[config.mk]
export PLATFORM = sky130hd
export DESIGN_NAME = ines_stream_writer
export DESIGN_NICKNAME = d
export VERILOG_FILES = /design/src/rtl/ines_stream_writer_pkg.sv /design/src/rtl/ines_stream_writer_byte_fifo.sv /design/src/rtl/ines_stream_writer.sv
export SDC_FILE = /design/constraint.sdc
export NUM_CORES = 1
export LEC_CHECK = 0
export CORE_ASPECT_RATIO = 0.75
export CORE_UTILIZATION = 60
export DETAILED_ROUTE_END_ITERATION = 8
export PLACE_DENSITY_LB_ADDON = 0.08
export SETUP_SLACK_MARGIN = 0.2
export SYNTH_ARGS = -nofsm -noshare
export SYNTH_HDL_FRONTEND = slang
export SYNTH_SLANG_ARGS = --single-unit
[constraint.sdc]
create_clock -name clk -period 7.99 [get_ports clk]
set_input_delay 1.1985 -clock clk [delete_from_list [all_inputs] [get_ports clk]]
set_output_delay 1.1985 -clock clk [all_outputs]
set_load 0.01 [all_outputs]
[src/rtl/ines_stream_writer_pkg.sv]
// Shared constants, state encoding and error codes for the iNES stream writer.
package ines_pkg;

  localparam logic [31:0] INES_MAGIC  = 32'h4E45531A;
  localparam int          HDR_LEN     = 16;
  localparam int          TRAINER_LEN = 512;
  localparam int          PRG_UNIT    = 16384;
  localparam int          CHR_UNIT    = 8192;

  typedef enum logic [2:0] {
    ST_HDR,
    ST_TRAINER,
    ST_PRG,
    ST_CHR,
    ST_DONE,
    ST_ERR
  } state_t;

  localparam logic [1:0] ERR_NONE     = 2'd0;
  localparam logic [1:0] ERR_MAGIC    = 2'd1;
  localparam logic [1:0] ERR_SIZE     = 2'd2;
  localparam logic [1:0] ERR_OVERFLOW = 2'd3;

  // Expected magic byte for header index 0..3 ("NES\x1A").
  function automatic logic [7:0] magic_byte(input logic [1:0] idx);
    case (idx)
      2'd0:    return INES_MAGIC[31:24];
      2'd1:    return INES_MAGIC[23:16];
      2'd2:    return INES_MAGIC[15:8];
      default: return INES_MAGIC[7:0];
    endcase
  endfunction

endpackage

[src/rtl/ines_stream_writer_byte_fifo.sv]
// Small byte FIFO with synchronous push/pop, occupancy count and a head
// read straight from the storage registers.
module byte_fifo #(
  parameter int DEPTH = 16
) (
  input  logic                     clk,
  input  logic                     resetn,
  input  logic                     clear,
  input  logic                     push,
  input  logic [7:0]               din,
  input  logic                     pop,
  output logic [7:0]               head,
  output logic [$clog2(DEPTH):0]   count,
  output logic                     empty,
  output logic                     full
);

  localparam int AW = $clog2(DEPTH);
  localparam int CW = AW + 1;

  logic [7:0]    mem [DEPTH];
  logic [AW-1:0] wr_ptr;
  logic [AW-1:0] rd_ptr;

  // Storage write; contents need no reset since count gates visibility.
  always_ff @(posedge clk) begin
    if (push) mem[wr_ptr] <= din;
  end

  // Pointer and occupancy tracking; clear empties the FIFO in one cycle.
  always_ff @(posedge clk or negedge resetn) begin
    if (!resetn) begin
      wr_ptr <= '0;
      rd_ptr <= '0;
      count  <= '0;
    end else if (clear) begin
      wr_ptr <= '0;
      rd_ptr <= '0;
      count  <= '0;
    end else begin
      if (push) wr_ptr <= wr_ptr + AW'(1);
      if (pop)  rd_ptr <= rd_ptr + AW'(1);
      count <= count + CW'(push) - CW'(pop);
    end
  end

  assign head  = mem[rd_ptr];
  assign empty = (count == '0);
  assign full  = (count == CW'(DEPTH));

endmodule

[src/rtl/ines_stream_writer.sv]
// Parses an iNES byte stream, skips the optional trainer and writes PRG/CHR
// bytes into cartridge memory, publishing the decoded header fields.
//
// Memory handshake: mem_we is the request (valid), mem_ack the completion
// (ready). A write completes on a clock edge where both are high; while
// mem_we is high without mem_ack, mem_addr and mem_wdata hold steady.
module ines_stream_writer
  import ines_pkg::*;
#(
  parameter int               ADDR_W     = 22,
  parameter logic [ADDR_W-1:0] CHR_BASE  = 22'h200000,
  parameter int               FIFO_DEPTH = 16
) (
  input  logic              clk,
  input  logic              resetn,
  input  logic              restart,
  input  logic [7:0]        din,
  input  logic              din_valid,
  output logic              mem_we,
  output logic [ADDR_W-1:0] mem_addr,
  output logic [7:0]        mem_wdata,
  input  logic              mem_ack,
  output logic              loading,
  output logic              done,
  output logic [1:0]        error,
  output logic [7:0]        prg_banks,
  output logic [7:0]        chr_banks,
  output logic [7:0]        mapper,
  output logic              mirroring,
  output logic              battery,
  output state_t            dbg_state
);

  localparam int CW = $clog2(FIFO_DEPTH) + 1;
  localparam int SW = ADDR_W + 1;

  state_t            state;
  logic [3:0]        hdr_idx;
  logic [ADDR_W-1:0] cnt;
  logic              has_trainer;

  logic [7:0]        fifo_head;
  logic [CW-1:0]     fifo_count;
  logic              fifo_empty;
  logic              fifo_full;

  logic              pop;
  logic              push_acc;
  logic              overflow;
  logic [CW-1:0]     fill_next;
  logic              we_cont;

  logic [SW-1:0]     prg_size;
  logic [SW-1:0]     chr_size;
  logic              prg_bad;
  logic              prg_last;
  logic              chr_last;

  byte_fifo #(.DEPTH(FIFO_DEPTH)) u_fifo (
    .clk    (clk),
    .resetn (resetn),
    .clear  (restart),
    .push   (push_acc),
    .din    (din),
    .pop    (pop),
    .head   (fifo_head),
    .count  (fifo_count),
    .empty  (fifo_empty),
    .full   (fifo_full)
  );

  // Sizes at ADDR_W+1 bits so a full-range PRG count cannot wrap.
  assign prg_size = SW'(prg_banks) * SW'(PRG_UNIT);
  assign chr_size = SW'(chr_banks) * SW'(CHR_UNIT);
  assign prg_bad  = (prg_banks == 8'd0) || (prg_size > {1'b0, CHR_BASE});
  assign prg_last = ({1'b0, cnt} == prg_size - SW'(1));
  assign chr_last = ({1'b0, cnt} == chr_size - SW'(1));

  // Pop policy, push acceptance and whether a write request continues.
  always_comb begin
    pop = 1'b0;
    case (state)
      ST_PRG, ST_CHR: pop = mem_we & mem_ack;
      default:        pop = ~fifo_empty;
    endcase
    push_acc  = din_valid & ~restart & (~fifo_full | pop);
    overflow  = din_valid & ~restart & fifo_full & ~pop;
    fill_next = fifo_count + CW'(push_acc) - CW'(pop);
    // An active request may roll onto a byte landing this edge; an idle one
    // only rises once a byte was already sitting in the FIFO.
    we_cont   = mem_we ? (fill_next != '0) : (fifo_count != CW'(pop));
  end

  assign mem_addr  = (state == ST_CHR) ? CHR_BASE + cnt : cnt;
  assign mem_wdata = mem_we ? fifo_head : 8'h00;
  assign dbg_state = state;

  // Main sequencer: header parse, trainer skip, PRG/CHR writes, terminal states.
  always_ff @(posedge clk or negedge resetn) begin
    if (!resetn) begin
      state       <= ST_HDR;
      hdr_idx     <= '0;
      cnt         <= '0;
      has_trainer <= 1'b0;
      mem_we      <= 1'b0;
      loading     <= 1'b0;
      done        <= 1'b0;
      error       <= ERR_NONE;
      prg_banks   <= '0;
      chr_banks   <= '0;
      mapper      <= '0;
      mirroring   <= 1'b0;
      battery     <= 1'b0;
    end else if (restart) begin
      state       <= ST_HDR;
      hdr_idx     <= '0;
      cnt         <= '0;
      has_trainer <= 1'b0;
      mem_we      <= 1'b0;
      loading     <= 1'b0;
      done        <= 1'b0;
      error       <= ERR_NONE;
      prg_banks   <= '0;
      chr_banks   <= '0;
      mapper      <= '0;
      mirroring   <= 1'b0;
      battery     <= 1'b0;
    end else begin
      if (push_acc && state != ST_DONE && state != ST_ERR) loading <= 1'b1;
      mem_we <= 1'b0;
      case (state)
        ST_HDR: begin
          if (pop) begin
            hdr_idx <= hdr_idx + 4'd1;
            case (hdr_idx)
              4'd0, 4'd1, 4'd2, 4'd3: begin
                if (fifo_head != magic_byte(hdr_idx[1:0])) begin
                  state   <= ST_ERR;
                  error   <= ERR_MAGIC;
                  loading <= 1'b0;
                end
              end
              4'd4: prg_banks <= fifo_head;
              4'd5: chr_banks <= fifo_head;
              4'd6: begin
                mapper[3:0] <= fifo_head[7:4];
                mirroring   <= fifo_head[0];
                battery     <= fifo_head[1];
                has_trainer <= fifo_head[2];
              end
              4'd7: mapper[7:4] <= fifo_head[7:4];
              4'(HDR_LEN - 1): begin
                cnt <= '0;
                if (prg_bad) begin
                  state   <= ST_ERR;
                  error   <= ERR_SIZE;
                  loading <= 1'b0;
                end else if (has_trainer) begin
                  state <= ST_TRAINER;
                end else begin
                  state  <= ST_PRG;
                  mem_we <= we_cont;
                end
              end
              default: ;
            endcase
          end
        end
        ST_TRAINER: begin
          if (pop) begin
            if (cnt == ADDR_W'(TRAINER_LEN - 1)) begin
              state  <= ST_PRG;
              cnt    <= '0;
              mem_we <= we_cont;
            end else begin
              cnt <= cnt + ADDR_W'(1);
            end
          end
        end
        ST_PRG: begin
          if (pop && prg_last) begin
            cnt <= '0;
            if (chr_banks != 8'd0) begin
              state  <= ST_CHR;
              mem_we <= we_cont;
            end else begin
              state   <= ST_DONE;
              done    <= 1'b1;
              loading <= 1'b0;
            end
          end else begin
            if (pop) cnt <= cnt + ADDR_W'(1);
            mem_we <= we_cont;
          end
        end
        ST_CHR: begin
          if (pop && chr_last) begin
            cnt     <= '0;
            state   <= ST_DONE;
            done    <= 1'b1;
            loading <= 1'b0;
          end else begin
            if (pop) cnt <= cnt + ADDR_W'(1);
            mem_we <= we_cont;
          end
        end
        default: ;
      endcase
      if (overflow) begin
        state   <= ST_ERR;
        error   <= ERR_OVERFLOW;
        loading <= 1'b0;
        mem_we  <= 1'b0;
      end
    end
  end

endmodule
**Word-level counts from Yosys, hierarchy flattened**

Memory sizes are Yosys's and may differ from the RTL's.
Index checks and enable logic that the tools add are counted.

- Bits in writable memories: 128
- Register bits: 74
- Output and inout bits: 64
- Bits of input ports: 13
- Word-level logic and storage cells: 211
- Memories kept: 1

Memories:

| name | depth | bits a word | rd ports | clocked after memory_dff | write ports | RTL line | text |
|---|---|---|---|---|---|---|---|
| u_fifo.mem | 16 | 8 | 1 | 0 | 1 | ines_stream_writer_byte_fifo.sv:21 | `logic [7:0] mem [DEPTH];` |

- Multiplexer cells: 101
- $lt $le $gt $ge: 1
- Bitwise logic cells: 10
- Equality and inequality tests: 36
- $add $sub $neg: 9
- Reduce and logical (&&, ||, !) cells: 36

Operators by type and width:

| operator | number |
|---|---|
| $mux 22 | 9 |
| $mux 8 | 16 |
| $pmux 22 s4 | 1 |
| $eq 22x23->1 | 2 |
| $mux 1 | 40 |
| $mux 4 | 9 |
| $mux 3 | 10 |
| $ne 4x4->1 const B | 6 |
| $sub 22x1->23 const B | 1 |
| $add 22x1->22 const B | 1 |
| $add 22x22->22 const A | 1 |
| $eq 22x9->1 const B | 1 |
| $gt 22x22->1 const B | 1 |
| $sub 21x1->22 const B | 1 |
| $ne 3x3->1 const B | 7 |
| $pmux 7 s3 | 1 |
| $eq 4x3->1 const B | 4 |
| $mux 2 | 7 |
| $reduce_bool 2->1 | 7 |
| $add 4x1->4 const B | 3 |
| $pmux 3 s4 | 1 |
| $reduce_and 3->1 | 4 |
| $reduce_bool 5->1 | 2 |
| $reduce_bool 3->1 | 3 |
| 41 further kinds | 55 |

**Longest topological paths before layout**

- Depth after elaboration: 16
- Mapped depth: 17

**Cells and area by module**

From an unflattened synthesis, not the netlist that was laid out.

- Cells, all modules: 849
- Area, all modules: 10241.1 um^2

Modules (own cells, without submodules):

| module | cells an instance | seq. area each (um^2) | instances | area an instance (um^2) |
|---|---|---|---|---|
| byte_fifo | 300 | 4169.0 | 1 | 5759.3 |
| ines_stream_writer | 549 | 1526.5 | 1 | 4481.8 |

**Worst setup path after synthesis**

Ideal clock, no wire load.

- Path kind: input port to flip-flop
- Start: input mem_ack
- End: register mem_we
- Arrival time: 3.125 ns
- Data required time: 7.864 ns
- Stages: 15
- Slack: 4.739 ns
- Library setup time: 0.126 ns
- Buffers on the path: 0
- Path through: nand2_1 > nand2_1 > nand2_1 > inv_2 > ha_1 > inv_1 > ha_1 > fa_1 > a21oi_1 > nor2_1 > nor2_1 > xnor2_1 > nand4_1 > nand3_1 > a21oi_1

- Longest elaborated chain between the ends: 15
- Elaborated cells between the ends (all ways): 25
- Those cells by class: 2 x add/sub; 1 x eq/ne; 14 x mux; 5 x bitwise; 3 x reduce/logical

RTL lines:

| element | RTL line | text |
|---|---|---|
| from (decl) | ines_stream_writer.sv:22 | `input logic mem_ack,` |
| $and 1x1->1 * | ines_stream_writer.sv:83 | `ST_PRG, ST_CHR: pop = mem_we & mem_ack;` |
| $mux 1 * | ines_stream_writer.sv:82 | `case (state)` |
| $or 1x1->1 | ines_stream_writer.sv:86 | `push_acc = din_valid & ~restart & (~fifo_full \| pop);` |
| $and 1x1->1 | ines_stream_writer.sv:86 |  |
| $add 5x1->5 | ines_stream_writer.sv:88 | `fill_next = fifo_count + CW'(push_acc) - CW'(pop);` |
| $sub 5x1->5 | ines_stream_writer.sv:88 |  |
| $reduce_bool 5->1 | ines_stream_writer.sv:91 | `we_cont = mem_we ? (fill_next != '0) : (fifo_count != CW'(pop));` |
| $mux 1 | ines_stream_writer.sv:91 |  |
| $mux 1 | ines_stream_writer.sv:158 | `end else if (has_trainer) begin` |
| $mux 1 | ines_stream_writer.sv:154 | `if (prg_bad) begin` |
| $mux 1 | ines_stream_writer.sv:135 | `case (hdr_idx)` |
| $mux 1 | ines_stream_writer.sv:133 | `if (pop) begin` |
| $pmux 1 s4 | ines_stream_writer.sv:131 | `case (state)` |
| $mux 1 * | ines_stream_writer.sv:209 | `if (overflow) begin` |
| $mux 1 * | ines_stream_writer.sv:114 | `end else if (restart) begin` |
| to (signal assigned) | ines_stream_writer.sv:162 | `mem_we <= we_cont;` |
| to (signal assigned) | ines_stream_writer.sv:174 | `mem_we <= we_cont;` |
| to (signal assigned) | ines_stream_writer.sv:204 | `mem_we <= we_cont;` |
| to (decl) | ines_stream_writer.sv:19 | `output logic mem_we,` |

Every way passes the cells marked *; elsewhere a longest branch is shown, timed or not.
A chain may end at the register's enable or synchronous reset.

**Worst setup path after layout**

- Start: register u_fifo.rd_ptr[1]
- End: output mem_wdata[0]

- Longest elaborated chain between the ends: 2

RTL lines:

| element | RTL line | text |
|---|---|---|
| from (decl) | ines_stream_writer_byte_fifo.sv:23 | `logic [AW-1:0] rd_ptr;` |
| from (signal assigned) | ines_stream_writer_byte_fifo.sv:42 | `if (pop) rd_ptr <= rd_ptr + AW'(1);` |
| $mem_v2 16x8 | - |  |
| $mux 8 | ines_stream_writer.sv:95 | `assign mem_wdata = mem_we ? fifo_head : 8'h00;` |
| to (decl) | ines_stream_writer.sv:21 | `output logic [7:0] mem_wdata,` |

No other way between the ends.

==> flow_summary.toml <==
[run_status]
status = "finished, final reports clean"

[cts]
clk_pin_slew_ns = 0.06
cts_hold_buf = 0
clock_latency_ns = 0.49
ctsLongestPathBuffers = 3
numCtsBuffers = 20
root_buffer = "clkbuf_16"
htreeDepth = 1
ctsResizeCount = 0
post_cts_buffers = 0
clock_sinks = 202
tritoncts = "yes"

[timing]
hold_viol = 0
fin_setup_tns_ns = 0
slew_viol_final = 0
post-route-period-util = 0.5974
max_freq_mhz = 209.5
relSlewSlack = 0.2141
max_slew.worst_pin.slew_ns = 1.170
fin_skew_ns = 0.01181
finalSetupViolCount = 0
layout_min_cycle_time_ns = 4.774
rsz0062_at_grt = "false"

[grt]
first_global_vias = 6596
grt_max_degree = 75
grtUsageTotal = 0.2941
grt_pass1_wl_um = 37830
overflow = 0
antenna_found_initial = 0

[flow_run]
drv_cap = 0

[setup_path]
worstSetupPathType = "reg2out"
endpoint_kind = "output port"
critPathRequiredTime_ns = 6.79
crit_fanout = 41
critPathLaunchType = "flop"
crit_arrival_ns = 3.58

[place]
gp_congestion = 0.9320
port-buffer-count = 76
dp_hpwl_um = 16820
dpl_cell_area_um2 = 10720
place_inst = 1073

[cells_and_area]
fin_util = 0.7030
final_layout_size_suffix_gt1_frac = 0.08009
design_area_um2 = 11360
fillers = 1157
final_cells = 1109
area_growth_pct = 13.51
nNetsFinal = 919
num_antenna_cells = 0

[yosys]
yosys_warnings = 0
synthesis.area_um2 = 10010
ys_ff_latch = 202
ys_seq_area_frac = 0.5689
synth.distinct_cells = 66
ys.flop_type = "edfxtp_1"
synth_nets = 878
ys_async_sr_fraction = 0.3663
synth_edf_count = 128
syn_inst = 844
syn_avg_cell_area_um2 = 11.86

[min_path]
hold_class = "reg2reg"

[floorplanning]
die_area_um2 = 17210
pin_count = 77
start_util = 0.6193
die_y_um = 113.9
floorplan.rows = 40
die_w_um = 151.2
core_area_um2 = 16170

[drt]
drtIter0Drc = 824
routed_wl_um = 24260
ant_nets = 0
vias = 7077
drtPass1Iterations = 5
routed_via_density = 6.381
wl_per_cell_um = 21.87
drc_errors = 0

[pwr]
netSwitchingPower_mw = 1.029
power.share.combinational = 0.296
p_clk_frac = 0.298
pwr-share-seq = 0.406
p_leak_nw = 4.036
power_density_nw_per_um2 = 274.8
p_sw_frac = 0.3295
ir_drop_mv = 0.2215
internal_power_mw = 2.094
## flip-flops by register name, indices dropped and copies added, names as in the netlist, 2 cells and up
register and count:
u_fifo.mem 128, cnt 22, chr_banks 8, mapper 8, prg_banks 8, u_fifo.count 5, hdr_idx 4, u_fifo.rd_ptr 4
u_fifo.wr_ptr 4, dbg_state 3, error 2
## final cells by class
type,count,area [um2],share of cell area
Clock inverter,10,102.6,0.009028
Sequential cell,202,5697,0.5013
Timing Repair Buffer,79,775.7,0.06826
Inverter,30,112.6,0.009909
Multi-Input combinational cell,552,3870,0.3405
Clock buffer,26,544.3,0.04789
Tap cell,210,262.8,0.02312
## worst paths after layout
check | from | end | slack (ns) | cells past startpoint
max | u_fifo.rd_ptr[1]$_DFFE_PN0N_ | mem_wdata[0] | 3.22 | 5
max in group asynchronous | resetn | u_fifo.rd_ptr[1]$_DFFE_PN0N_ | 6.45 | 1
max reg2reg | u_fifo.rd_ptr[1]$_DFFE_PN0N_ | dbg_state[0]$_DFFE_PN0P_ | 4.14 | 8
min in group asynchronous | resetn | mapper[5]$_DFFE_PN0P_ | 0.85 | 1
min | done$_DFFE_PN0P_ | done$_DFFE_PN0P_ | 0.51 | 1
min reg2reg | done$_DFFE_PN0P_ | done$_DFFE_PN0P_ | 0.51 | 1
## metrics by stage
stage | worst slack [ns] | hold WS (ns) | power [mW]
final | 3.216 | 0.5119 | 3.122
after global routing | 3.045 | 0.5199 | 3.260
after CTS | 3.177 | 0.5119 | 3.119
after global placement | 3.767 | 0.4923 | 2.162
after detailed placement | 3.698 | 0.4858 | 2.188
after floorplan | 4.739 | 0.4973 | 1.937
## synth_stat cells, types with 8 or more instances
cell type | instances | area share
inv_1 | 28 | 0.010
and3_1 | 9 | 0.0056
nor2_1 | 74 | 0.028
o21ai_0 | 15 | 0.0075
nor2b_1 | 8 | 0.0050
mux2i_1 | 24 | 0.024
a21oi_1 | 47 | 0.023
edfxtp_1 | 128 | 0.38
and2_1 | 12 | 0.0075
nand4_1 | 8 | 0.0050
a31oi_1 | 14 | 0.0087
xnor2_1 | 32 | 0.028
clkbuf_1 | 28 | 0.010
mux4_2 | 24 | 0.054
nand3_1 | 28 | 0.014
ha_1 | 20 | 0.025
dfrtp_1 | 74 | 0.18
nor3_1 | 23 | 0.011
nor4_1 | 8 | 0.0050
buf_4 | 21 | 0.016
nand2_1 | 91 | 0.034
## kinds of logic (layout without fill, tap and decap cells)
kind of cell | Yosys count | count (layout) | synth area share
AND/OR/NAND/NOR | 303 | 303 | 0.1465
flip-flops | 202 | 202 | 0.5689
AO/OA/AOI/OAI | 134 | 134 | 0.08660
buffers and inverters | 90 | 145 | 0.04661
multiplexers | 55 | 55 | 0.09035
XOR/XNOR | 39 | 39 | 0.03412
adder cells (fa/ha/maj) | 21 | 21 | 0.02699
## critical path, stage by stage, from the launching register on
cell	delay, ns
dfrtp_2	1.11
mux4_1	0.65
mux2_2	0.31
o21ai_0	0.40
nor2_1	0.10
clkdlybuf4s50_1	0.50
## per-layer routing
layer / track usage / up-vias / part of all wire
met5: 0 / - / 0
met2: 0.4187 / 365 / 0.43
li1: - / 3165 / -
met4: 0.06133 / 0 / 0.017
met3: 0.04240 / 37 / 0.085
met1: 0.4788 / 3510 / 0.47
## power by group through the flow
stage          clock, mW  combinational, mW  sequential, mW
2_1_floorplan          0              0.719            1.22
3_3_place_gp           0              0.876            1.29
3_5_place_dp           0              0.901            1.29
4_1_cts            0.941              0.912            1.27
5_1_grt            0.980               1.00            1.28
6_report           0.932              0.923            1.27
## cell usage in the layout, fill, tap and decap left out, types with 6 or more instances in the layout
cell | netlist | routed
nand2b_1 | 6 | 6
a31oi_1 | 14 | 14
nand3_1 | 28 | 28
nor4_1 | 8 | 8
mux2i_1 | 24 | 24
xnor2_1 | 32 | 32
and2_1 | 12 | 12
o21ai_0 | 15 | 15
mux4_2 | 24 | 24
a22oi_1 | 6 | 6
clkbuf_16 | 0 | 21
nor2_1 | 74 | 74
nor2b_1 | 8 | 8
dfrtp_1 | 74 | 73
nor3_1 | 23 | 19
ha_1 | 20 | 20
nand4_1 | 8 | 8
and3_1 | 9 | 9
edfxtp_1 | 128 | 128
a21oi_1 | 47 | 47
nand3b_1 | 6 | 6
xor2_1 | 7 | 7
nand2_1 | 91 | 91
clkdlybuf4s50_1 | 0 | 74
or4_1 | 6 | 6
a21o_1 | 6 | 6
inv_1 | 28 | 28
(Power assumes the default switching activity.)
